**config.mk**
```make
export PLATFORM = sky130hd
export DESIGN_NAME = sig_dump_ctrl_flat
export DESIGN_NICKNAME = d
export VERILOG_FILES = /design/src/rtl/sig_dump_ctrl_if.sv /design/src/rtl/sig_dump_ctrl.sv /design/src/flat_wrapper.sv
export SDC_FILE = /design/constraint.sdc
export NUM_CORES = 1
export LEC_CHECK = 0
export CORE_MARGIN = 1
export CORE_UTILIZATION = 40
export CTS_CLUSTER_SIZE = 8
export DETAILED_ROUTE_END_ITERATION = 7
export GPL_ROUTABILITY_DRIVEN = 0
export PLACE_DENSITY = 0.66
export SLEW_MARGIN = 20
export SYNTH_ARGS = -nofsm -noshare
export SYNTH_HDL_FRONTEND = slang
export SYNTH_SLANG_ARGS = --single-unit
```
**constraint.sdc**
```tcl
create_clock -name clk -period 7.99 [get_ports clk]
set_input_delay 0.799 -clock clk [delete_from_list [all_inputs] [get_ports clk]]
set_output_delay 0.799 -clock clk [all_outputs]
set_load 0.05 [all_outputs]
```
**src/rtl/sig_dump_ctrl_if.sv**
```systemverilog
// Bus bundle for sig_dump_ctrl: SRAM write snoop, one-outstanding read port and signature stream.
// master = the dump controller, slave = RAM / bus / sink environment.
interface sig_dump_ctrl_if #(
    parameter int AW = 32,
    parameter int DW = 32
);
    logic          snoop_we_i;
    logic [AW-1:0] snoop_addr_i;
    logic [DW-1:0] snoop_wdata_i;
    logic          mem_req_o;
    logic [AW-1:0] mem_addr_o;
    logic          mem_gnt_i;
    logic          mem_rvalid_i;
    logic [DW-1:0] mem_rdata_i;
    logic          sig_valid_o;
    logic [DW-1:0] sig_data_o;
    logic          sig_ready_i;

    modport master (
        input  snoop_we_i, snoop_addr_i, snoop_wdata_i,
        output mem_req_o, mem_addr_o,
        input  mem_gnt_i, mem_rvalid_i, mem_rdata_i,
        output sig_valid_o, sig_data_o,
        input  sig_ready_i
    );

    modport slave (
        output snoop_we_i, snoop_addr_i, snoop_wdata_i,
        input  mem_req_o, mem_addr_o,
        output mem_gnt_i, mem_rvalid_i, mem_rdata_i,
        input  sig_valid_o, sig_data_o,
        output sig_ready_i
    );
endinterface

```
**src/rtl/sig_dump_ctrl.sv**
```systemverilog
// Signature dump controller: latches the signature bounds snooped from the SRAM write bus, then on the
// end flag reads the region word by word and streams it out. Optional watchdog macro: SIG_DUMP_TIMEOUT_EN.
module sig_dump_ctrl #(
    parameter int            AW          = 32,
    parameter int            DW          = 32,
    parameter logic [AW-1:0] BEGIN_ADDR  = 32'h8,
    parameter logic [AW-1:0] END_ADDR    = 32'hC,
    parameter logic [AW-1:0] FLAG_ADDR   = 32'h10,
    parameter int            TIMEOUT_CYC = 1024
) (
    input  logic            clk,
    input  logic            rst,
    sig_dump_ctrl_if.master bus,
    output logic            busy_o,
    output logic            done_o,
    output logic            err_o,
    output logic [15:0]     word_cnt_o
);

    typedef enum logic [2:0] {
        S_IDLE  = 3'd0,
        S_CHECK = 3'd1,
        S_REQ   = 3'd2,
        S_WAIT  = 3'd3,
        S_OUT   = 3'd4,
        S_DONE  = 3'd5,
        S_ERR   = 3'd6
    } state_e;

    state_e        state_r;
    state_e        state_s;
    logic [AW-1:0] begin_r;
    logic [AW-1:0] end_r;
    logic [AW-1:0] ptr_r;
    logic [DW-1:0] data_r;
    logic [15:0]   cnt_r;
    logic [AW:0]   ptr_inc_s;
    logic          flag_hit_s;
    logic          handshake_s;
    logic          tmo_hit_s;

    if (TIMEOUT_CYC < 1) begin : g_bad_timeout
        $error("sig_dump_ctrl: TIMEOUT_CYC must be at least 1");
    end

    // One extra bit so a pointer step past the top of the address space is seen, not wrapped.
    assign ptr_inc_s   = {1'b0, ptr_r} + {{(AW-2){1'b0}}, 3'd4};
    assign flag_hit_s  = bus.snoop_we_i && (bus.snoop_addr_i == FLAG_ADDR)
                         && (bus.snoop_wdata_i == {{(DW-1){1'b0}}, 1'b1});
    assign handshake_s = (state_r == S_OUT) && bus.sig_ready_i;

`ifdef SIG_DUMP_TIMEOUT_EN
    localparam int TW = (TIMEOUT_CYC > 1) ? $clog2(TIMEOUT_CYC) : 1;
    logic [TW-1:0] tmo_r;

    // Watchdog: counts cycles of the current REQ/WAIT visit, restarts on any state change
    always_ff @(posedge clk) begin
        if (rst) begin
            tmo_r <= {TW{1'b0}};
        end else if ((state_s != state_r) || ((state_r != S_REQ) && (state_r != S_WAIT))) begin
            tmo_r <= {TW{1'b0}};
        end else begin
            tmo_r <= tmo_r + {{(TW-1){1'b0}}, 1'b1};
        end
    end

    assign tmo_hit_s = ((state_r == S_REQ) || (state_r == S_WAIT)) && (tmo_r == TW'(TIMEOUT_CYC - 1));
`else
    assign tmo_hit_s = 1'b0;
`endif

    // State register
    always_ff @(posedge clk) begin
        if (rst) begin
            state_r <= S_IDLE;
        end else begin
            state_r <= state_s;
        end
    end

    // Next-state decode
    always_comb begin
        state_s = state_r;
        case (state_r)
            S_IDLE: begin
                if (flag_hit_s) state_s = S_CHECK;
                else            state_s = S_IDLE;
            end
            S_CHECK: begin
                if ((begin_r[1:0] != 2'b00) || (end_r[1:0] != 2'b00)) state_s = S_ERR;
                else if (begin_r >= end_r)                            state_s = S_DONE;
                else                                                  state_s = S_REQ;
            end
            S_REQ: begin
                if (bus.mem_gnt_i)  state_s = S_WAIT;
                else if (tmo_hit_s) state_s = S_ERR;
                else                state_s = S_REQ;
            end
            S_WAIT: begin
                if (bus.mem_rvalid_i) state_s = S_OUT;
                else if (tmo_hit_s)   state_s = S_ERR;
                else                  state_s = S_WAIT;
            end
            S_OUT: begin
                if (bus.sig_ready_i) begin
                    if (ptr_inc_s[AW])                    state_s = S_ERR;
                    else if (ptr_inc_s[AW-1:0] >= end_r)  state_s = S_DONE;
                    else                                  state_s = S_REQ;
                end else begin
                    state_s = S_OUT;
                end
            end
            S_DONE:  state_s = S_DONE;
            S_ERR:   state_s = S_ERR;
            default: state_s = S_IDLE;
        endcase
    end

    // Bounds capture, read pointer, data holding register and delivered-word counter
    always_ff @(posedge clk) begin
        if (rst) begin
            begin_r <= {AW{1'b0}};
            end_r   <= {AW{1'b0}};
            ptr_r   <= {AW{1'b0}};
            data_r  <= {DW{1'b0}};
            cnt_r   <= 16'd0;
        end else begin
            if ((state_r == S_IDLE) && bus.snoop_we_i && (bus.snoop_addr_i == BEGIN_ADDR)) begin
                begin_r <= bus.snoop_wdata_i;
            end
            if ((state_r == S_IDLE) && bus.snoop_we_i && (bus.snoop_addr_i == END_ADDR)) begin
                end_r <= bus.snoop_wdata_i;
            end
            if ((state_r == S_CHECK) && (state_s == S_REQ)) begin
                ptr_r <= begin_r;
            end else if (handshake_s && (state_s == S_REQ)) begin
                ptr_r <= ptr_inc_s[AW-1:0];
            end
            if ((state_r == S_WAIT) && bus.mem_rvalid_i) begin
                data_r <= bus.mem_rdata_i;
            end
            if (handshake_s && (cnt_r != 16'hFFFF)) begin
                cnt_r <= cnt_r + 16'd1;
            end
        end
    end

    // Request and valid are also masked by rst so both drop in the cycle reset is raised.
    assign bus.mem_req_o   = (state_r == S_REQ) && !rst;
    assign bus.mem_addr_o  = ptr_r;
    assign bus.sig_valid_o = (state_r == S_OUT) && !rst;
    assign bus.sig_data_o  = data_r;
    assign busy_o          = (state_r == S_CHECK) || (state_r == S_REQ)
                             || (state_r == S_WAIT) || (state_r == S_OUT);
    assign done_o          = (state_r == S_DONE);
    assign err_o           = (state_r == S_ERR);
    assign word_cnt_o      = cnt_r;

endmodule

```
**src/flat_wrapper.sv**
```systemverilog
// flat-port wrapper written by rule: the top's interface ports become plain ports
module sig_dump_ctrl_flat 
#(
    parameter int            AW          = 32,
    parameter int            DW          = 32,
    parameter logic [AW-1:0] BEGIN_ADDR  = 32'h8,
    parameter logic [AW-1:0] END_ADDR    = 32'hC,
    parameter logic [AW-1:0] FLAG_ADDR   = 32'h10,
    parameter int            TIMEOUT_CYC = 1024
)
  (clk, rst, busy_o, done_o, err_o, word_cnt_o, bus_snoop_we_i, bus_snoop_addr_i, bus_snoop_wdata_i, bus_mem_req_o, bus_mem_addr_o, bus_mem_gnt_i, bus_mem_rvalid_i, bus_mem_rdata_i, bus_sig_valid_o, bus_sig_data_o, bus_sig_ready_i);
  sig_dump_ctrl_if #(.AW(AW), .DW(DW)) bus_i ();
  input  logic clk;
  input  logic rst;
  output logic busy_o;
  output logic done_o;
  output logic err_o;
  output logic [15:0] word_cnt_o;
  input wire logic [$bits(bus_i.snoop_we_i)-1:0] bus_snoop_we_i;
  input wire logic [$bits(bus_i.snoop_addr_i)-1:0] bus_snoop_addr_i;
  input wire logic [$bits(bus_i.snoop_wdata_i)-1:0] bus_snoop_wdata_i;
  output wire logic [$bits(bus_i.mem_req_o)-1:0] bus_mem_req_o;
  output wire logic [$bits(bus_i.mem_addr_o)-1:0] bus_mem_addr_o;
  input wire logic [$bits(bus_i.mem_gnt_i)-1:0] bus_mem_gnt_i;
  input wire logic [$bits(bus_i.mem_rvalid_i)-1:0] bus_mem_rvalid_i;
  input wire logic [$bits(bus_i.mem_rdata_i)-1:0] bus_mem_rdata_i;
  output wire logic [$bits(bus_i.sig_valid_o)-1:0] bus_sig_valid_o;
  output wire logic [$bits(bus_i.sig_data_o)-1:0] bus_sig_data_o;
  input wire logic [$bits(bus_i.sig_ready_i)-1:0] bus_sig_ready_i;
  assign bus_i.snoop_we_i = bus_snoop_we_i;
  assign bus_i.snoop_addr_i = bus_snoop_addr_i;
  assign bus_i.snoop_wdata_i = bus_snoop_wdata_i;
  assign bus_mem_req_o = bus_i.mem_req_o;
  assign bus_mem_addr_o = bus_i.mem_addr_o;
  assign bus_i.mem_gnt_i = bus_mem_gnt_i;
  assign bus_i.mem_rvalid_i = bus_mem_rvalid_i;
  assign bus_i.mem_rdata_i = bus_mem_rdata_i;
  assign bus_sig_valid_o = bus_i.sig_valid_o;
  assign bus_sig_data_o = bus_i.sig_data_o;
  assign bus_i.sig_ready_i = bus_sig_ready_i;
  sig_dump_ctrl #(.AW(AW), .DW(DW), .BEGIN_ADDR(BEGIN_ADDR), .END_ADDR(END_ADDR), .FLAG_ADDR(FLAG_ADDR), .TIMEOUT_CYC(TIMEOUT_CYC)) u_core (.clk(clk), .rst(rst), .bus(bus_i), .busy_o(busy_o), .done_o(done_o), .err_o(err_o), .word_cnt_o(word_cnt_o));
endmodule
```
==> flow_summary.json <==
{
  "synthDistinctLibCells": 57,
  "clock_tree.buffer_depth": 2,
  "asyncSetResetFlopFracSynth_pct": 0,
  "die-width_um": 143.8,
  "grt_start_max_net_pins": 70,
  "start_util_pct": 41.08,
  "maxCapViolations": 0,
  "via_count": 7492,
  "drt_pass1_iterations": 5,
  "power.share.sequential_pct": 42.1,
  "synth_nets": 1128,
  "layout-drive-gt1-share_pct": 5.203,
  "fin_max_slew_vios": 0,
  "viasPerCell": 5.355,
  "route.antenna.remaining_nets": 0,
  "grt_setup_unrepaired": "false",
  "placement_rows": 51,
  "filler_cell_count": 1833,
  "worst-slew-pin-transition_ns": 0.9505,
  "synth_edf_count": 0,
  "endpoint_kind": "flop",
  "post-cts-setup-buffers": 0,
  "mostFrequentLayoutCells": "sky130_fd_sc_hd__clkdlybuf4s50_1 (185), sky130_fd_sc_hd__dfxtp_1 (147), sky130_fd_sc_hd__nand2_1 (112)",
  "run_status": "finished clean",
  "finalWorstPathRequiredPeriod_ns": 5.135,
  "hpwl_um": 17670,
  "layout.cells.non_filler": 1399,
  "cts_inserted_buffers": 17,
  "postSynthCellCount": 960,
  "finClkSkew_ns": 0.006919,
  "worst-setup-path-type": "flop to flop",
  "switching_power_mw": 0.3698,
  "final.setup.tns_ns": 0,
  "cp_data_required_time_ns": 8.31,
  "antenna_violations_before_repair": 0,
  "clk_pin_slew_ns": 0.06,
  "drt_drc_violations_left": 0,
  "max_slew_margin_pct": 36.05,
  "worstSkewPairLatency_ns": 0.43,
  "antenna_cells_inserted": 0,
  "port-buffer-count": 186,
  "swShare_pct": 21.26,
  "root_buffer": "sky130_fd_sc_hd__clkbuf_16",
  "pwr-share-clk_pct": 53.4,
  "clock_tree_from_tritoncts": "done",
  "cell_internal_pwr_mw": 1.370,
  "pin_count": 187,
  "global_routing_usage_summed_across_all_routing_layers_pct": 23.66,
  "numPlacedInstances": 1367,
  "routed_wl_um": 24220,
  "finalHoldViolCount": 0,
  "timing.critical_path.from_type": "flop",
  "power_leakage_nw": 4.438,
  "avgRoutedWirePerCell_um": 17.31,
  "die-area_um2": 20690,
  "timing.critical_path.fanout_max": 16,
  "synthFlopType": "sky130_fd_sc_hd__dfxtp_1",
  "max_clock_freq_mhz": 194.7,
  "synthesis.area_um2": 8048,
  "placeableCoreArea_um2": 19590,
  "syn2layout_area_growth_pct": 33.92,
  "fin_crit_share_pct": 64.27,
  "synth.yosys.seq_area_share_pct": 36.57,
  "layout.cells.most_common": "sky130_fd_sc_hd__clkdlybuf4s50_1",
  "placement.cell_area_um2": 10090,
  "postSynthAreaPerCell_um2": 8.383,
  "worstHoldPathType": "flop to flop",
  "grt_pass1_vias": 6916,
  "synth-seq-cells": 147,
  "die_h_um": 143.8,
  "setup_viol": 0,
  "max-vdd-ir-drop_mv": 0.1312,
  "finish.net_count": 1289,
  "finalInstanceArea_um2": 10780,
  "crit_arrival_ns": 5.46,
  "cts_max_level": 4,
  "cts.repair.resized": 0,
  "clock_sinks": 147,
  "p_per_area_nw_per_um2": 161.4,
  "combPwrFrac_pct": 4.5,
  "holdBufCountCts": 0,
  "drt_iter0_markers": 624,
  "grt_remaining_overflow": 0,
  "ys_warn_count": 0,
  "grt_pass1_wl_um": 37250
}
==> metrics by stage <==
step | power [mW] | hold slack, ns | utilization [%] | worst slack (ns)
detailed placement | 0.8258 | 0.4461 | 51.52 | 2.996
finish | 1.739 | 0.4529 | 55.02 | 2.855
floorplan | 0.7645 | 0.4634 | - | 3.291
global route | 1.791 | 0.4696 | 55.02 | 2.387
CTS | 1.752 | 0.4549 | 54.97 | 2.936
global placement | 0.8264 | 0.4421 | 51.49 | 3.121
==> kinds of logic (layout without fill, tap and decap cells) <==
| kind of cell | count (synthesis) | in the layout | synth area share, % |
|---|---|---|---|
| AOI/OAI and AO/OA | 176 | 176 | 14.30 |
| muxes | 66 | 66 | 8.209 |
| DFF | 147 | 147 | 36.57 |
| xor gates and xnor gates | 41 | 41 | 4.462 |
| and+or+nand+nor | 352 | 352 | 20.80 |
| adders and majority gates | 66 | 66 | 10.26 |
| buffers and inverters | 112 | 286 | 5.395 |
==> cell usage after synthesis, types with 11 or more instances <==
| library cell | count | area [um^2] |
|---|---|---|
| sky130_fd_sc_hd__a21oi_1 | 77 | 385.4 |
| sky130_fd_sc_hd__a221oi_1 | 13 | 113.9 |
| sky130_fd_sc_hd__and3_1 | 11 | 68.82 |
| sky130_fd_sc_hd__clkbuf_1 | 36 | 135.1 |
| sky130_fd_sc_hd__dfxtp_1 | 147 | 2943 |
| sky130_fd_sc_hd__ha_1 | 66 | 825.8 |
| sky130_fd_sc_hd__inv_1 | 64 | 240.2 |
| sky130_fd_sc_hd__mux2i_1 | 66 | 660.6 |
| sky130_fd_sc_hd__nand2_1 | 113 | 424.2 |
| sky130_fd_sc_hd__nand3_1 | 21 | 105.1 |
| sky130_fd_sc_hd__nand4_1 | 20 | 125.1 |
| sky130_fd_sc_hd__nor2_1 | 109 | 409.1 |
| sky130_fd_sc_hd__nor3_1 | 21 | 105.1 |
| sky130_fd_sc_hd__nor4_1 | 18 | 112.6 |
| sky130_fd_sc_hd__o21ai_0 | 31 | 155.2 |
| sky130_fd_sc_hd__o22ai_1 | 11 | 68.82 |
| sky130_fd_sc_hd__xnor2_1 | 27 | 236.5 |
| sky130_fd_sc_hd__xor2_1 | 14 | 122.6 |
==> per-layer routing <==
layer / up-vias / part of all wire [%] / GRT usage (%)
li1: 3723 / - / -
met1: 3465 / 47 / 32.67
met2: 264 / 44 / 35.11
met3: 40 / 6.6 / 6.265
met4: 0 / 2.4 / 8.399
met5: - / 0 / 0
==> path summary, 6_finish.rpt <==
check                       startpoint                         to  slack (ns)  cells past startpoint
max           u_core.bus.mem_addr_o[4]   u_core.bus.mem_addr_o[4]        2.85                     17
min          u_core.bus.sig_data_o[26]  u_core.bus.sig_data_o[26]        0.45                      2
max reg2reg   u_core.bus.mem_addr_o[4]   u_core.bus.mem_addr_o[4]        2.85                     17
min reg2reg  u_core.bus.sig_data_o[26]  u_core.bus.sig_data_o[26]        0.45                      2
==> worst max-delay path: stages, from the launching register on <==
cell                        delay (ns)
sky130_fd_sc_hd__dfxtp_1          0.47
sky130_fd_sc_hd__and4_1           0.28
sky130_fd_sc_hd__nand4_1          0.42
sky130_fd_sc_hd__nor2_1           0.41
sky130_fd_sc_hd__nand2_1          0.13
sky130_fd_sc_hd__nor3_1           0.42
sky130_fd_sc_hd__and3_1           0.24
sky130_fd_sc_hd__xnor2_1          0.14
sky130_fd_sc_hd__inv_1            0.07
sky130_fd_sc_hd__ha_1             0.27
sky130_fd_sc_hd__nand2_1          0.09
sky130_fd_sc_hd__or4_1            0.57
sky130_fd_sc_hd__a2111oi_4        0.42
sky130_fd_sc_hd__o31ai_1          0.18
sky130_fd_sc_hd__o211ai_2         0.31
sky130_fd_sc_hd__buf_4            0.36
sky130_fd_sc_hd__a21oi_1          0.07
sky130_fd_sc_hd__o32ai_1          0.16
==> state kept, by name, indices dropped and copies added (netlist names) <==
name,count
u_core.begin_r,32
u_core.bus.mem_addr_o,32
u_core.bus.sig_data_o,32
u_core.end_r,32
u_core.state_r,3
u_core.word_cnt_o,16
==> power groups by stage <==
stage | clock network (mW) | logic, mW | registers (mW)
4_1_cts | 0.943 | 0.0772 | 0.733
5_1_grt | 0.976 | 0.0825 | 0.732
6_report | 0.929 | 0.0775 | 0.733
2_1_floorplan | 0 | 0.0154 | 0.749
3_5_place_dp | 0 | 0.0767 | 0.749
3_3_place_gp | 0 | 0.0773 | 0.749
==> cell type report <==
type | count | area (um^2) | share of cell area (%)
clock buffers | 17 | 425.4 | 3.947
clock inverters | 15 | 250.2 | 2.322
repair buffers | 190 | 1889 | 17.53
multi-input cells | 701 | 4698 | 43.59
well taps | 265 | 331.6 | 3.076
inverters | 64 | 240.2 | 2.229
flip-flops and latches | 147 | 2943 | 27.30
No activity file was read; power rests on OpenSTA's default activity.
